### config.mk
export PLATFORM = sky130hd
export DESIGN_NAME = md5_hex_out
export DESIGN_NICKNAME = d
export VERILOG_FILES = /design/src/rtl/md5_pkg.sv /design/src/rtl/md5_hex_out_nibble.sv /design/src/rtl/md5_hex_out.sv
export SDC_FILE = /design/constraint.sdc
export NUM_CORES = 1
export LEC_CHECK = 0
export CAP_MARGIN = 0
export CORE_ASPECT_RATIO = 0.5
export CORE_MARGIN = 2
export CORE_UTILIZATION = 40
export DETAILED_ROUTE_END_ITERATION = 10
export MAX_ROUTING_LAYER = met4
export PLACE_DENSITY = 0.68
export SKIP_CTS_REPAIR_TIMING = 1
export SYNTH_ARGS = -nofsm -noshare
export SYNTH_HDL_FRONTEND = slang
export SYNTH_HIERARCHICAL = 1
export SYNTH_SLANG_ARGS = --single-unit
### constraint.sdc
create_clock -name clk -period 3.4 [get_ports clk]
set_clock_uncertainty 0.2 [all_clocks]
set_input_delay 0.34 -clock clk [delete_from_list [all_inputs] [get_ports clk]]
set_output_delay 0.34 -clock clk [all_outputs]
set_load 0.01 [all_outputs]
### src/rtl/md5_pkg.sv
`default_nettype none
// ============================================================================
//  Module  : md5_pkg
//  Brief   : Shared constants and FSM encoding for the MD5 hex text output.
//            MD5_HEX_CRLF_EN (optional) appends CR/LF after the 32 hex chars.
//  Revision: 1.0  initial release
// ============================================================================
package md5_pkg;

  // MD5 initialisation vector (words A..D)
  localparam logic [31:0] MD5_IV_A = 32'h67452301;
  localparam logic [31:0] MD5_IV_B = 32'hEFCDAB89;
  localparam logic [31:0] MD5_IV_C = 32'h98BADCFE;
  localparam logic [31:0] MD5_IV_D = 32'h10325476;

  localparam int          HEX_CHARS = 32;
  localparam logic [7:0]  ASCII_CR  = 8'h0D;
  localparam logic [7:0]  ASCII_LF  = 8'h0A;

  // FSM encoding
  typedef logic [1:0] state_t;
  localparam state_t ST_IDLE = 2'd0;
  localparam state_t ST_SEND = 2'd1;
  localparam state_t ST_GAP  = 2'd2;

endpackage : md5_pkg
`default_nettype wire

### src/rtl/md5_hex_out_nibble.sv
`default_nettype none
// ============================================================================
//  Module  : nibble_to_ascii
//  Brief   : Combinational 4-bit value to lowercase ASCII hex digit.
//  Revision: 1.0  initial release
// ============================================================================
module nibble_to_ascii (
  input  logic [3:0] nibble_i,
  output logic [7:0] ascii_o
);

  // 0-9 map onto '0'..'9'; 10-15 map onto 'a'..'f' (8'h57 + 10 = 8'h61)
  always_comb begin
    if (nibble_i < 4'd10) ascii_o = 8'h30 + {4'h0, nibble_i};
    else                  ascii_o = 8'h57 + {4'h0, nibble_i};
  end

endmodule : nibble_to_ascii
`default_nettype wire

### src/rtl/md5_hex_out.sv
`default_nettype none
// ============================================================================
//  Module  : md5_hex_out
//  Brief   : Latches the final MD5 digest and streams it as lowercase ASCII
//            hex over a valid/ready interface. Define MD5_HEX_CRLF_EN to
//            append CR and LF after the 32 hex characters.
//  Revision: 1.0  initial release
// ============================================================================
module md5_hex_out
  import md5_pkg::*;
#(
  parameter int LE_ORDER   = 1,
  parameter int GAP_CYCLES = 0
) (
  input  logic        clk,
  input  logic        reset,
  input  logic        digest_valid,
  input  logic [31:0] digest_a,
  input  logic [31:0] digest_b,
  input  logic [31:0] digest_c,
  input  logic [31:0] digest_d,
  output logic        char_valid,
  output logic [7:0]  char_data,
  input  logic        char_ready,
  output logic        char_last,
  output logic        busy,
  output logic        done,
  output logic        overrun
);

`ifdef MD5_HEX_CRLF_EN
  localparam logic [5:0] c_LAST_IDX = 6'(HEX_CHARS + 1);
`else
  localparam logic [5:0] c_LAST_IDX = 6'(HEX_CHARS - 1);
`endif
  localparam logic [7:0] c_GAP_LAST = (GAP_CYCLES > 0) ? 8'(GAP_CYCLES - 1) : 8'd0;

  state_t         state_q, state_d;
  logic [5:0]     idx_q, idx_d;
  logic [7:0]     gap_q, gap_d;
  logic [127:0]   shadow_q, shadow_d;
  logic           done_q, done_d;
  logic           overrun_q, overrun_d;
  logic           char_valid_q;
  logic [7:0]     char_data_q;
  logic           char_last_q;

  logic           w_hs;
  logic [31:0]    w_word;
  logic [7:0]     w_byte;
  logic [3:0]     w_nibble;
  logic [7:0]     w_hex;
  logic [7:0]     w_char;

  assign w_hs = char_valid_q & char_ready;

  // Next-state: capture, per-char advance, inter-char gap and overrun detection
  always_comb begin
    state_d   = state_q;
    idx_d     = idx_q;
    gap_d     = gap_q;
    shadow_d  = shadow_q;
    done_d    = 1'b0;
    overrun_d = overrun_q;
    case (state_q)
      ST_IDLE: begin
        if (digest_valid) begin
          shadow_d = {digest_a, digest_b, digest_c, digest_d};
          state_d  = ST_SEND;
          idx_d    = 6'd0;
        end
      end
      ST_SEND: begin
        if (w_hs) begin
          if (idx_q == c_LAST_IDX) begin
            state_d = ST_IDLE;
            idx_d   = 6'd0;
            done_d  = 1'b1;
          end else begin
            idx_d = idx_q + 6'd1;
            if (GAP_CYCLES > 0) begin
              state_d = ST_GAP;
              gap_d   = 8'd0;
            end
          end
        end
      end
      ST_GAP: begin
        if (gap_q == c_GAP_LAST) begin
          state_d = ST_SEND;
          gap_d   = 8'd0;
        end else begin
          gap_d = gap_q + 8'd1;
        end
      end
      default: begin
        state_d = ST_IDLE;
        idx_d   = 6'd0;
        gap_d   = 8'd0;
      end
    endcase
    // A digest arriving while busy (including the final-handshake cycle) is lost
    if (digest_valid && (state_q != ST_IDLE)) overrun_d = 1'b1;
  end

  // Select the word for the next character from the next-state shadow/index
  always_comb begin
    case (idx_d[4:3])
      2'd0:    w_word = shadow_d[127:96];
      2'd1:    w_word = shadow_d[95:64];
      2'd2:    w_word = shadow_d[63:32];
      default: w_word = shadow_d[31:0];
    endcase
  end

  generate
    if (LE_ORDER != 0) begin : g_le
      // Standard MD5 text: least-significant byte of each word first
      always_comb begin
        case (idx_d[2:1])
          2'd0:    w_byte = w_word[7:0];
          2'd1:    w_byte = w_word[15:8];
          2'd2:    w_byte = w_word[23:16];
          default: w_byte = w_word[31:24];
        endcase
      end
    end else begin : g_be
      // Raw word order: most-significant byte first
      always_comb begin
        case (idx_d[2:1])
          2'd0:    w_byte = w_word[31:24];
          2'd1:    w_byte = w_word[23:16];
          2'd2:    w_byte = w_word[15:8];
          default: w_byte = w_word[7:0];
        endcase
      end
    end
  endgenerate

  assign w_nibble = idx_d[0] ? w_byte[3:0] : w_byte[7:4];

  nibble_to_ascii u_nibble_to_ascii (
    .nibble_i (w_nibble),
    .ascii_o  (w_hex)
  );

`ifdef MD5_HEX_CRLF_EN
  // Trailing line terminator after the hex digits
  always_comb begin
    if (idx_d == 6'(HEX_CHARS))          w_char = ASCII_CR;
    else if (idx_d == 6'(HEX_CHARS + 1)) w_char = ASCII_LF;
    else                                 w_char = w_hex;
  end
`else
  assign w_char = w_hex;
`endif

  // State and output registers; outputs load from next state so the first
  // character appears the cycle after capture and holds while stalled
  always_ff @(posedge clk) begin
    if (reset) begin
      state_q      <= ST_IDLE;
      idx_q        <= 6'd0;
      gap_q        <= 8'd0;
      shadow_q     <= '0;
      done_q       <= 1'b0;
      overrun_q    <= 1'b0;
      char_valid_q <= 1'b0;
      char_data_q  <= 8'h00;
      char_last_q  <= 1'b0;
    end else begin
      state_q      <= state_d;
      idx_q        <= idx_d;
      gap_q        <= gap_d;
      shadow_q     <= shadow_d;
      done_q       <= done_d;
      overrun_q    <= overrun_d;
      char_valid_q <= (state_d == ST_SEND);
      char_data_q  <= (state_d == ST_SEND) ? w_char : 8'h00;
      char_last_q  <= (state_d == ST_SEND) && (idx_d == c_LAST_IDX);
    end
  end

  assign char_valid = char_valid_q;
  assign char_data  = char_data_q;
  assign char_last  = char_last_q;
  assign busy       = (state_q != ST_IDLE);
  assign done       = done_q;
  assign overrun    = overrun_q;

endmodule : md5_hex_out
`default_nettype wire

==> results.tsv <==
stage	metric	value	unit
run_status	status	finished, final reports clean	
finish	Nets	1283	
setup_path	Crit-path slowest cell	or4_4	
pwr	Pint	3.44	mW
timing	Worst slew margin	52.1	%
synth	synth unique cells	66	
finish	fillers	1576	
cts	Longest Clk Path Bufs	2	
cts	worst-skew pair later-pin latency	0.43	ns
pwr	Leak Pwr	4.24	nW
detailed_routing	1st-pass router iterations	5	
pwr	NetSw	1.19	mW
placed_design	DP HPWL	17.4	mm
detailed_routing	final routed DRC violation total	0	
synth	synthesized flop and latch total	156	
timing	Achievable Freq	0.301	GHz
detailed_routing	Detail Route Antenna Nets	0	
placed_design	Post-DP Area	9540	um^2
pwr	switching share of power	25.7	%
timing	Final Max Tran Viols	0	
die	Rows	34	
cts	CTS Buf Count	17	
pwr	VDD IR max	0.000381	V
placed_design	port bufs	144	
global_route	GRT Overall Usage	24.9	%
global_route	vias in the first global route	7115	
setup_path	crit path max fanout	15	
finish	# diodes	0	
cts	H-tree depth	4	
detailed_routing	drt wl/cell	16.5	um
pwr	Combinational Power Share	14.1	%
cts	CTS clk-pin slew, worst paths	0.06	ns
pwr	Design Power	4.64	mW
setup_path	Critical Path Max Stage Delay	0.42	ns
timing	final hold vios	0	
detailed_routing	DRT iter0 DRCs	600	
synth	syn_area_per_cell	7.69	um^2
timing	RSZ-0062 raised after global routing	true	
pwr	Clk pwr share	43.1	%
pwr	sequential fraction of design power	42.8	%
pwr	Power Density	449	nW/um^2
cts	CTS root buf	clkbuf_16	
synth	Synth Cell Area	7320	um^2
detailed_routing	wirelength, routed	23.1	mm
timing	Final Setup Violations	0	
synth	Synth warnings	6	
die	die area	19500	um^2
synth	Top FF cell, synth	dfxtp_1	
setup_path	WP data arrival	3.43	ns
timing	worst slew pin tran	0.719	ns
global_route	largest net degree at the start of global routing	70	
finish	Layout Area Growth over Synthesis	41.0	%
die	Core Area	17700	um^2
flow_run	max-cap violations	0	
finish	fraction of final layout cells sized beyond drive strength 1	16.2	%
die	I/O Pins	145	
setup_path	Worst Setup Start Kind	flip-flop	
setup_path	Critical Path, Cell by Cell	ha_4, nand3_2, or4_4, and3_4, buf_12, mux2_2, nor3_2, o32ai_2, a211oi_2, a41oi_1, buf_4, a21bo_2, o21ai_1, and2_1	
global_route	first-pass GRT wire length	37.0	mm
die	Initial Util	41.5	%
setup_path	Critical Path RT	3.51	ns
timing	period utilization	97.6	%
cts	TritonCTS clock tree	yes	
placed_design	GPL Wtd Cong	0.929	
synth	part of the Yosys area used for sequential elements	42.6	%
synth	number of synthesized flops with an enable pin	0	
synth	syn nets	1088	
global_route	antenna violations before repair	0	
global_route	global route total overflow	0	
detailed_routing	Vias/cell	5.26	
die	die height	99.7	um
synth	post-synthesis instance total	952	
cts	# clock sinks	156	
synth	async set-reset flop share out of synthesis	0	%
setup_path	CP Capture Type	flip-flop	
min_path	HP Class	in -> reg	
setup_path	critical path type	reg -> reg	
detailed_routing	total number of vias	7338	
die	chip width	195	um
finish	design area	10300	um^2
timing	min Tclk post-route	3.32	ns
==> synthesized netlist by cell type, types with 2 or more instances <==
| master | number | area, um^2 |
|---|---|---|
| nand3_1 | 15 | 75.1 |
| nand2b_1 | 4 | 25.0 |
| o21ai_0 | 46 | 230 |
| o31a_1 | 2 | 17.5 |
| conb_1 | 2 | 7.51 |
| or2_2 | 2 | 12.5 |
| nor2_1 | 39 | 146 |
| o211ai_1 | 7 | 52.6 |
| a221oi_2 | 2 | 30.0 |
| mux2_2 | 8 | 90.1 |
| nor3_1 | 10 | 50.1 |
| a31oi_1 | 2 | 12.5 |
| a221o_1 | 4 | 40.0 |
| nand2_1 | 282 | 1060 |
| mux2i_1 | 48 | 480 |
| buf_4 | 4 | 30.0 |
| o22ai_1 | 2 | 12.5 |
| and2_1 | 13 | 81.3 |
| ha_1 | 4 | 50.1 |
| and4_1 | 2 | 17.5 |
| or3_1 | 3 | 18.8 |
| dfxtp_1 | 156 | 3120 |
| buf_1 | 7 | 26.3 |
| a32oi_1 | 2 | 17.5 |
| clkbuf_1 | 43 | 161 |
| buf_6 | 5 | 56.3 |
| a21boi_0 | 2 | 15.0 |
| buf_2 | 11 | 55.1 |
| a22oi_1 | 4 | 30.0 |
| and3_1 | 6 | 37.5 |
| nand4_1 | 4 | 25.0 |
| nor2b_1 | 5 | 31.3 |
| a221oi_1 | 8 | 70.1 |
| a22o_1 | 3 | 26.3 |
| nand2_2 | 2 | 12.5 |
| o31ai_1 | 2 | 15.0 |
| a211oi_1 | 8 | 60.1 |
| nor3b_1 | 2 | 15.0 |
| a21oi_1 | 149 | 746 |
| inv_1 | 6 | 22.5 |
==> metal layers <==
metal / global-route usage [%] / vias to the layer above / wire [um]
met3: 4.00 / 21 / 1370
met1: 35.8 / 3467 / 11700
met4: 6.11 / 0 / 204
met2: 36.3 / 203 / 9800
met5: - / - / 0
li1: - / 3647 / -
==> cells by family (layout without fill, tap and decap cells) <==
family	count (synthesis)	count (layout)	synth area share (%)
DFF	156	156	42.6
and+or+nand+nor	401	401	23.4
xor gates and xnor gates	3	3	0.461
AOI/OAI and AO/OA	253	253	20.1
buffers and inverters	77	285	4.87
muxes	56	56	7.79
adders and majority gates	4	4	0.683
other	2	2	0.103
==> final cells by class <==
cell class	count	area, um^2	area share [%]
Multi-Input combinational cell	719	3990	38.6
Clock buffer	20	447	4.33
Sequential cell	156	3130	30.3
Tap cell	234	293	2.84
Inverter	6	22.5	0.218
Timing Repair Buffer	247	2280	22.1
Clock inverter	12	160	1.55
==> sequential cells by signal, summed over array words and instances (netlist names) <==
signal	count
shadow_q	128
overrun	1
gap_q	8
state_q	2
char_valid	1
idx_q	6
char_data	8
char_last	1
done	1
==> power by group through the flow <==
| stage | sequential (mW) | combinational [mW] | clock [mW] |
|---|---|---|---|
| after CTS | 1.98 | 0.638 | 2.00 |
| after detailed placement | 2.02 | 0.633 | 0 |
| after floorplan | 2.01 | 0.308 | 0 |
| after global routing | 2.00 | 0.718 | 2.10 |
| final | 1.99 | 0.654 | 2.00 |
| after global placement | 2.02 | 0.628 | 0 |
==> cell usage in the layout, fill, tap and decap left out, types with 6 or more instances in the layout <==
cell type,synthesis,layout
clkdlybuf4s50_1,0,142
buf_4,4,97
and2_1,13,12
nor2_1,39,36
nand3_1,15,14
mux2_2,8,8
o211ai_1,7,7
a21oi_1,149,148
dfxtp_1,156,150
o21ai_1,0,9
o21ai_0,46,37
a221oi_1,8,6
nand2_1,282,281
mux2i_1,48,45
clkbuf_16,0,17
nor3_1,10,9
==> critical path, delay by kind of cell (launching register included) <==
| family | cells | cell delay [ns] |
|---|---|---|
| compound gates | 5 | 0.94 |
| fa+ha+maj | 1 | 0.17 |
| buf+inv | 2 | 0.36 |
| flops | 1 | 0.36 |
| mux | 1 | 0.27 |
| simple gates | 5 | 0.91 |
==> metrics by stage <==
| step | setup TNS (ns) | util, % | setup slack [ns] | std cells | hold slack (ns) |
|---|---|---|---|---|---|
| floorplan | 0 | - | 0.0587 | 952 | 0.229 |
| global placement | -2.08 | 54.0 | -0.406 | 1358 | 0.238 |
| detailed placement | -2.21 | 54.0 | -0.423 | 1358 | 0.246 |
| CTS | -0.754 | 57.5 | -0.209 | 1390 | 0.232 |
| global route | -0.0413 | 58.5 | -0.0269 | 1394 | 0.250 |
| finish | 0 | 58.5 | 0.0799 | 1394 | 0.209 |
==> worst paths after layout <==
| check | from | cells after the start | slack [ns] | endpoint |
|---|---|---|---|---|
| worst max-delay path | idx_q[0] | 14 | 0.08 | char_data[2] |
| worst min register to register | shadow_q[19] | 2 | 0.25 | shadow_q[19] |
| worst max register to register | idx_q[0] | 14 | 0.08 | char_data[2] |
| worst min-delay path | digest_valid | 4 | 0.21 | overrun |
Power figures use the tool's default switching activity.
